## config.mk

```make
export PLATFORM = sky130hd
export DESIGN_NAME = power_threshold_detect_flat
export DESIGN_NICKNAME = d
export VERILOG_FILES = /design/src/rtl/power_threshold_detect_if.sv /design/src/rtl/power_threshold_detect.sv /design/src/flat_wrapper.sv
export SDC_FILE = /design/constraint.sdc
export NUM_CORES = 1
export LEC_CHECK = 0
export ABC_AREA = 1
export ABC_CLOCK_PERIOD_IN_PS = 7720
export CORE_UTILIZATION = 30
export CTS_CLUSTER_DIAMETER = 40
export DETAILED_ROUTE_END_ITERATION = 10
export GPL_TIMING_DRIVEN = 0
export MAX_ROUTING_LAYER = met4
export SYNTH_ARGS = -nofsm -noshare
export SYNTH_HDL_FRONTEND = slang
export SYNTH_SLANG_ARGS = --single-unit
```

## constraint.sdc

```tcl
create_clock -name clk -period 7.72 [get_ports clk]
set_clock_uncertainty 0.2 [all_clocks]
set_input_delay 1.544 -clock clk [delete_from_list [all_inputs] [get_ports clk]]
set_output_delay 1.544 -clock clk [all_outputs]
set_load 0.02 [all_outputs]
```

## src/rtl/power_threshold_detect_if.sv

```systemverilog
// power_threshold_detect_if: settings bus, power sample stream and detector outputs
interface power_threshold_detect_if;
    logic        set_stb;
    logic [7:0]  set_addr;
    logic [31:0] set_data;
    logic [31:0] power_in;
    logic        strobe_in;
    logic        active;
    logic        event_stb;
    logic [15:0] event_count;
    logic [31:0] peak;
    logic [2:0]  state_out;
    modport master (
        output set_stb, set_addr, set_data, power_in, strobe_in,
        input  active, event_stb, event_count, peak, state_out
    );
    modport slave (
        input  set_stb, set_addr, set_data, power_in, strobe_in,
        output active, event_stb, event_count, peak, state_out
    );
endinterface

```

## src/rtl/power_threshold_detect.sv

```systemverilog
// power_threshold_detect: hysteresis/holdoff threshold detector with event counter and running peak
module power_threshold_detect #(
    parameter int BASE = 0
) (
    input logic                    clk,
    input logic                    reset,
    power_threshold_detect_if.slave bus
);
    typedef enum logic [2:0] {
        IDLE    = 3'd0,
        BELOW   = 3'd1,
        PENDING = 3'd2,
        ACTIVE  = 3'd3,
        HOLDOFF = 3'd4
    } state_t;
    state_t      state, nxt;
    logic [31:0] thr_hi, thr_lo, peak_q;
    logic        enable, act_q, evt_q;
    logic [7:0]  n_assert, cnt, nxt_cnt, cnt_inc, off;
    logic [15:0] holdoff, hcnt, nxt_hcnt, event_cnt;
    logic        above, below, clr, enter;
    assign off     = bus.set_addr - 8'(BASE);
    assign clr     = bus.set_stb && off == 8'd3;
    assign above   = bus.power_in >= thr_hi;
    assign below   = bus.power_in < thr_lo;
    assign cnt_inc = cnt + 8'd1;
    assign enter   = nxt == ACTIVE && state != ACTIVE;
    always_comb begin
        nxt      = state;
        nxt_cnt  = cnt;
        nxt_hcnt = hcnt;
        if (!enable) begin
            nxt      = IDLE;
            nxt_cnt  = 8'd0;
            nxt_hcnt = 16'd0;
        end else if (state == IDLE) begin
            nxt = BELOW;
        end else if (bus.strobe_in) begin
            case (state)
                BELOW: if (above) begin
                    nxt     = n_assert <= 8'd1 ? ACTIVE : PENDING;
                    nxt_cnt = 8'd1;
                end
                PENDING: begin
                    nxt     = !above ? BELOW : cnt_inc == n_assert ? ACTIVE : PENDING;
                    nxt_cnt = above ? cnt_inc : 8'd0;
                end
                ACTIVE: if (below) begin
                    nxt      = holdoff == 16'd0 ? BELOW : HOLDOFF;
                    nxt_hcnt = holdoff;
                end
                HOLDOFF: begin
                    nxt      = hcnt == 16'd1 ? BELOW : HOLDOFF;
                    nxt_hcnt = hcnt - 16'd1;
                end
                default: nxt = IDLE;
            endcase
        end
    end
    always_ff @(posedge clk) begin
        if (reset) begin
            state     <= IDLE;
            cnt       <= 8'd0;
            hcnt      <= 16'd0;
            thr_hi    <= 32'd0;
            thr_lo    <= 32'd0;
            enable    <= 1'b0;
            n_assert  <= 8'd0;
            holdoff   <= 16'd0;
            event_cnt <= 16'd0;
            peak_q    <= 32'd0;
            act_q     <= 1'b0;
            evt_q     <= 1'b0;
        end else begin
            state     <= nxt;
            cnt       <= nxt_cnt;
            hcnt      <= nxt_hcnt;
            act_q     <= nxt == ACTIVE;
            evt_q     <= enter;
            // a clear in the same cycle as an event or a new maximum takes priority
            event_cnt <= clr ? 16'd0 : (enter && event_cnt != 16'hFFFF) ? event_cnt + 16'd1 : event_cnt;
            peak_q    <= clr ? 32'd0 : (bus.strobe_in && enable && bus.power_in > peak_q) ? bus.power_in : peak_q;
            if (bus.set_stb && off == 8'd0) thr_hi <= bus.set_data;
            if (bus.set_stb && off == 8'd1) thr_lo <= bus.set_data;
            if (bus.set_stb && off == 8'd2) {holdoff, n_assert, enable} <= {bus.set_data[31:16], bus.set_data[15:8], bus.set_data[0]};
        end
    end
    assign bus.active      = act_q;
    assign bus.event_stb   = evt_q;
    assign bus.event_count = event_cnt;
    assign bus.peak        = peak_q;
    assign bus.state_out   = state;
endmodule

```

## src/flat_wrapper.sv

```systemverilog
// flat-port wrapper written by rule: the top's interface ports become plain ports
module power_threshold_detect_flat 
#(
    parameter int BASE = 0
)
  (clk, reset, bus_set_stb, bus_set_addr, bus_set_data, bus_power_in, bus_strobe_in, bus_active, bus_event_stb, bus_event_count, bus_peak, bus_state_out);
  power_threshold_detect_if bus_i ();
  input logic clk;
  input logic reset;
  input wire logic [$bits(bus_i.set_stb)-1:0] bus_set_stb;
  input wire logic [$bits(bus_i.set_addr)-1:0] bus_set_addr;
  input wire logic [$bits(bus_i.set_data)-1:0] bus_set_data;
  input wire logic [$bits(bus_i.power_in)-1:0] bus_power_in;
  input wire logic [$bits(bus_i.strobe_in)-1:0] bus_strobe_in;
  output wire logic [$bits(bus_i.active)-1:0] bus_active;
  output wire logic [$bits(bus_i.event_stb)-1:0] bus_event_stb;
  output wire logic [$bits(bus_i.event_count)-1:0] bus_event_count;
  output wire logic [$bits(bus_i.peak)-1:0] bus_peak;
  output wire logic [$bits(bus_i.state_out)-1:0] bus_state_out;
  assign bus_i.set_stb = bus_set_stb;
  assign bus_i.set_addr = bus_set_addr;
  assign bus_i.set_data = bus_set_data;
  assign bus_i.power_in = bus_power_in;
  assign bus_i.strobe_in = bus_strobe_in;
  assign bus_active = bus_i.active;
  assign bus_event_stb = bus_i.event_stb;
  assign bus_event_count = bus_i.event_count;
  assign bus_peak = bus_i.peak;
  assign bus_state_out = bus_i.state_out;
  power_threshold_detect #(.BASE(BASE)) u_core (.clk(clk), .reset(reset), .bus(bus_i));
endmodule
```

==> impl_metrics.yaml, run 1 <==
synthesis:
  ys_seq_area_frac: 0.360
  postSynth.asyncResetShare: 0
  synth_edf_count: 0
  syn_area_sq_um: 9230
  ys_types: 43
  synth_fp_nets: 1455
  syn_avg_cell_area_sq_um: 7.21
  yosysWarnings: 0
  synth_seq_cells: 166
  synth_cells: 1280
  synth_ff_type: "dfxtp_1"
timing:
  whs_ns: 0.258
  slew_viol_final: 0
  rsz0062_at_grt: "false"
  worstMarginPinSlew_ns: 0.900
  slew_headroom: 0.395
  finalSetupViolations: 0
  period_minus_slack_ns: 4.55
  fin_setup_tns_ns: 0
  fin_crit_sh: 0.589
  hold_viol_final: 0
  fmax_mhz: 220
pwr:
  pwr-share-comb: 0.086
  ir_drop_mv: 0.146
  power_leakage_nw: 4.35
  intPower_w: 0.00143
  p_sw_frac: 0.252
  clkPwrFrac: 0.465
  power_w: 0.00191
  seqPwrFrac: 0.450
  switching_power_w: 0.000481
  power_density_nw_per_um2: 164
global_route:
  grt_overflow: 0
  grt_start_max_net_pins: 17
  grt_pass1_vias: 8069
  grtUsageTotal: 0.181
  grt_pass1_wl_microns: 42700
  antenna_found_initial: 0
final_layout:
  diodes: 0
  syn_to_final_growth_pct: 25.7
  layout_common_cells: "nand2_1 (196), a21oi_1 (176), inv_1 (168)"
  final_area_sq_um: 11600
  layout_commonest_cell: "nand2_1"
  layout.nets: 1602
  layout-drive-gt1-share: 0.0382
clock_network:
  cts_tree: "built"
  cts-root-buf: "clkbuf_16"
  htree_num_levels: 4
  clkSinkCount: 166
  post-cts-setup-buffers: 0
  clk-insertion-delay-late_ns: 0.44
  cts_buffer_depth: 2
  cts_buffers: 17
  hold_buffers: 0
  cts_resized: 0
  clkSlewWorstSetupHoldPaths_ns: 0.07
worst_setup_path:
  crit_required_ns: 7.83
  cp-end-kind: "flip-flop"
  crit_chain: "clkdlybuf4s50_1 > ha_1 > nand2_1 > nor4_1 > nand2_1 > o211ai_1 > nand3b_1 > nand2_1 > nand2_1 > clkbuf_1 > o21ai_0 > a21oi_1"
  cp_max_fo: 10
  critPathTopFamily: "simple AND/OR/NAND/NOR gates"
  r2r_slack_ns: 4.41
  crit_buf_inv: 2
  cp.arrival_ns: 4.65
  critPathSlowestCell: "nor4_1"
  crit_path_max_incr_delay_ns: 0.74
  crit_path_start_kind: "primary input"
  crit_top_cell: "nand2_1"
  worstSetupPathType: "primary input to flip-flop"
detailed_routing:
  drt_first_pass_iters: 5
  viasPerCell: 4.87
  drc: 0
  via_count: 8910
  drtIter0Drc: 552
  drt_wl_total_microns: 27300
  postRouteAntennaNets: 0
  wl_per_cell_microns: 14.9
die:
  die_h_microns: 177
  core_sq_um: 30000
  initial_core_util: 0.308
  die_width_microns: 177
  rows: 63
  pin_count: 129
  dieArea_sq_um: 31500
min_path:
  hp-class: "flip-flop to flip-flop"
job:
  max-cap-violations: 0
place:
  gp_congestion: 0.875
  dp_hpwl_microns: 21400
  place_area_sq_um: 11000
  io_buffers: 128
status:
  outcome: "completed"
==> sequential cells by signal (all words and copies together), names as in the netlist <==
signal,cells
u_core.bus.active,1
u_core.bus.event_count,16
u_core.bus.event_stb,1
u_core.bus.peak,32
u_core.bus.state_out,3
u_core.cnt,8
u_core.enable,1
u_core.hcnt,16
u_core.holdoff,16
u_core.n_assert,8
u_core.thr_hi,32
u_core.thr_lo,32
==> kinds of logic (layout without fill, tap and decap cells) <==
| family | count (synthesis) | after routing | share of synthesized area |
|---|---|---|---|
| flip-flops | 166 | 166 | 0.360 |
| XOR/XNOR | 14 | 14 | 0.0133 |
| AND/OR/NAND/NOR | 419 | 419 | 0.195 |
| buffers and inverters | 216 | 376 | 0.0894 |
| AO/OA/AOI/OAI | 366 | 366 | 0.208 |
| adder cells (fa/ha/maj) | 99 | 99 | 0.134 |
==> layer usage <==
metal | global-route usage | vias to the layer above | wire length [microns]
li1 | - | 4561 | -
met2 | 0.272 | 210 | 11900
met1 | 0.251 | 4114 | 13700
met4 | 0.0520 | 0 | 478
met5 | - | - | 0
met3 | 0.0253 | 25 | 1240
==> per-stage QoR <==
| stage | cells | utilization | setup WS (ns) |
|---|---|---|---|
| floorplan | 1280 | - | 4.11 |
| global placement | 1798 | 0.367 | 2.81 |
| detailed placement | 1798 | 0.367 | 2.83 |
| CTS | 1830 | 0.387 | 3.30 |
| global route | 1830 | 0.387 | 2.98 |
| finish | 1830 | 0.387 | 3.17 |
==> Yosys cell counts (2+ instances only) <==
library cell | count | share of area
nand2_1 | 196 | 0.080
a21oi_1 | 176 | 0.095
inv_1 | 168 | 0.068
dfxtp_1 | 166 | 0.36
o21ai_0 | 156 | 0.085
nor2_1 | 124 | 0.050
ha_1 | 99 | 0.13
nand3_1 | 38 | 0.021
clkbuf_1 | 37 | 0.015
nor3_1 | 19 | 0.010
nand4_1 | 12 | 0.0081
nor4_1 | 9 | 0.0061
xor2_1 | 9 | 0.0085
a31oi_1 | 6 | 0.0041
o21a_1 | 5 | 0.0041
xnor2_1 | 5 | 0.0047
a211oi_1 | 4 | 0.0033
a311oi_1 | 4 | 0.0038
nand3_2 | 4 | 0.0043
nand3b_1 | 4 | 0.0033
a21o_1 | 3 | 0.0024
inv_2 | 3 | 0.0012
nor2_2 | 3 | 0.0020
buf_1 | 2 | 0.00081
buf_2 | 2 | 0.0011
clkinv_1 | 2 | 0.00081
nand2_2 | 2 | 0.0014
nand2_4 | 2 | 0.0024
nor2_4 | 2 | 0.0024
o211ai_1 | 2 | 0.0016
o21ai_1 | 2 | 0.0011
o21bai_1 | 2 | 0.0016
o21bai_2 | 2 | 0.0024
==> tightest hold or removal path, stage by stage, from the launching register on <==
cell     delay [ns]
dfxtp_1        0.30
inv_1          0.06
a21oi_1        0.06
==> worst paths after layout <==
| path | to | from | cells past startpoint |
|---|---|---|---|
| worst min-delay path | u_core.thr_lo[30] | u_core.thr_lo[30] | 2 |
| worst max-delay path | u_core.bus.peak[3] | bus_power_in[13] | 12 |
| worst min register to register | u_core.thr_lo[30] | u_core.thr_lo[30] | 2 |
| worst max register to register | u_core.bus.peak[3] | u_core.bus.peak[15] | 12 |
==> final cells by class <==
type                    count  area, sq um
repair buffers            128         1280
well taps                 390          488
clock inverters            14          165
clock buffers              18          439
flip-flops and latches    166         3320
multi-input cells         898         5080
plain buffers              43          175
inverters                 173          649
fillers                  3120        18400
==> power groups by stage <==
| stage | registers (W) | clock network, W | logic, W |
|---|---|---|---|
| finish | 0.000858 | 0.000886 | 0.000163 |
| CTS | 0.000857 | 0.000901 | 0.000163 |
| detailed placement | 0.000877 | 0 | 0.000162 |
| global placement | 0.000877 | 0 | 0.000158 |
| floorplan | 0.000877 | 0 | 0.0000770 |
| global route | 0.000857 | 0.000943 | 0.000185 |
Note: power is estimated with default switching activity, not from simulation.
==> inputs of run 2 (changes only) <==
ABC_CLOCK_PERIOD_IN_PS = 3800   (was 7720)
clock period = 3.8 ns   (was 7.72 ns; I/O delays follow)
==> impl_metrics.yaml, run 2 (synthesis results as in run 1) <==
pwr:
  pwr-share-comb: 0.086
  seqPwrFrac: 0.450
  power_density_nw_per_um2: 334
  ir_drop_mv: 0.294
  switching_power_w: 0.000976
  power_leakage_nw: 4.35
  clkPwrFrac: 0.464
  p_sw_frac: 0.252
  intPower_w: 0.00290
detailed_routing:
  via_count: 8896
  postRouteAntennaNets: 0
  wl_per_cell_microns: 14.9
  viasPerCell: 4.86
  drtIter0Drc: 552
  drt_first_pass_iters: 5
  drt_wl_total_microns: 27200
  drc: 0
clock_network:
  post-cts-setup-buffers: 0
  htree_num_levels: 4
  cts_buffer_depth: 2
  clkSlewWorstSetupHoldPaths_ns: 0.07
  clk-insertion-delay-late_ns: 0.44
  cts_tree: "built"
  cts-root-buf: "clkbuf_16"
  cts_buffers: 17
  clkSinkCount: 166
worst_setup_path:
  cp-end-kind: "flip-flop"
  cp.arrival_ns: 3.64
  crit_path_start_kind: "primary input"
  crit_required_ns: 3.90
  cp_max_fo: 10
  worstSetupPathType: "primary input to flip-flop"
global_route:
  grt_overflow: 0
  antenna_found_initial: 0
  grtUsageTotal: 0.181
  grt_pass1_wl_microns: 42700
  grt_start_max_net_pins: 17
  grt_pass1_vias: 8069
final_layout:
  fin_cells: 1830
  layout_common_cells: "nand2_1 (196), a21oi_1 (176), inv_1 (168)"
  utilization: 0.387
  layout-drive-gt1-share: 0.0389
  diodes: 0
  fillers: 3119
  syn_to_final_growth_pct: 25.8
  layout.nets: 1602
  final_area_sq_um: 11600
  layout_commonest_cell: "nand2_1"
die:
  die_h_microns: 177
  core_sq_um: 30000
  die_width_microns: 177
  rows: 63
  pin_count: 129
  initial_core_util: 0.308
  dieArea_sq_um: 31500
timing:
  fin_crit_sh: 0.930
  fmax_mhz: 283
  worstMarginPinSlew_ns: 0.828
  slew_viol_final: 0
  finalSetupViolations: 0
  period_minus_slack_ns: 3.54
  rsz0062_at_grt: "false"
  slew_headroom: 0.448
  fin_setup_tns_ns: 0
  hold_viol_final: 0
status:
  outcome: "completed"
place:
  place_area_sq_um: 11000
  gp_congestion: 0.875
  io_buffers: 128
  dp_hpwl_microns: 21400
  dp_cells: 1798
job:
  max-cap-violations: 0
min_path:
  hp-class: "flip-flop to flip-flop"
## run 2: cell types whose count changed in the layout (fill, tap and decap cells not counted)
cell    previous run  this run
nor4_1             9         8
nor4_2             0         1
## run 2: power groups by stage
stage / sequential [W] / combinational, W / clock, W
floorplan: 0.00178 / 0.000156 / 0
global placement: 0.00178 / 0.000322 / 0
detailed placement: 0.00178 / 0.000328 / 0
CTS: 0.00174 / 0.000332 / 0.00183
global route: 0.00174 / 0.000376 / 0.00192
finish: 0.00174 / 0.000332 / 0.00180
## run 2: metrics by stage
step	setup slack (ns)	hold slack (ns)	power [W]
detailed placement	-0.304	0.251	0.00211
global placement	-0.327	0.246	0.00210
CTS	0.160	0.259	0.00390
finish	0.264	0.258	0.00387
floorplan	0.977	0.233	0.00194
global route	0.0476	0.275	0.00403
## run 2: worst paths after layout
kind         cells after the start  slack [ns]                 from            endpoint
max reg2reg                     12        0.74  u_core.bus.peak[15]  u_core.bus.peak[3]
min reg2reg                      2        0.26    u_core.thr_lo[30]   u_core.thr_lo[30]
max                             13        0.26      bus_power_in[3]  u_core.bus.peak[3]
min                              2        0.26    u_core.thr_lo[30]   u_core.thr_lo[30]
## run 2: metal layers
layer  vias up  global-route usage  part of all wire
met1      4105               0.251              0.50
met3        19              0.0253             0.046
met4         0              0.0520             0.016
li1       4563                   -                 -
met5         -                   -                 0
met2       209               0.272              0.44
## run 2: critical path: stages
cell             delay (ns)
clkdlybuf4s50_1        0.51
ha_1                   0.35
nand2_1                0.08
o21a_1                 0.20
o221ai_1               0.36
nand2_1                0.09
o211ai_1               0.22
nand3b_1               0.12
nand2_1                0.10
nand2_1                0.24
clkbuf_1               0.33
o21ai_0                0.22
a21oi_1                0.06
## run 2: final cells by class
class                           count  area [sq um]  share of cell area
Clock buffer                       18           439              0.0378
Multi-Input combinational cell    898          5080               0.438
Clock inverter                     14           165              0.0142
Inverter                          173           649              0.0560
Timing Repair Buffer              128          1280               0.110
Sequential cell                   166          3320               0.286
Buffer                             43           175              0.0151
Tap cell                          390           488              0.0420
## run 2: repair_timing
action,in CTS,in global routing
setup endpoints to repair,0,29
resized for setup,0,1
hold buffers,0,0
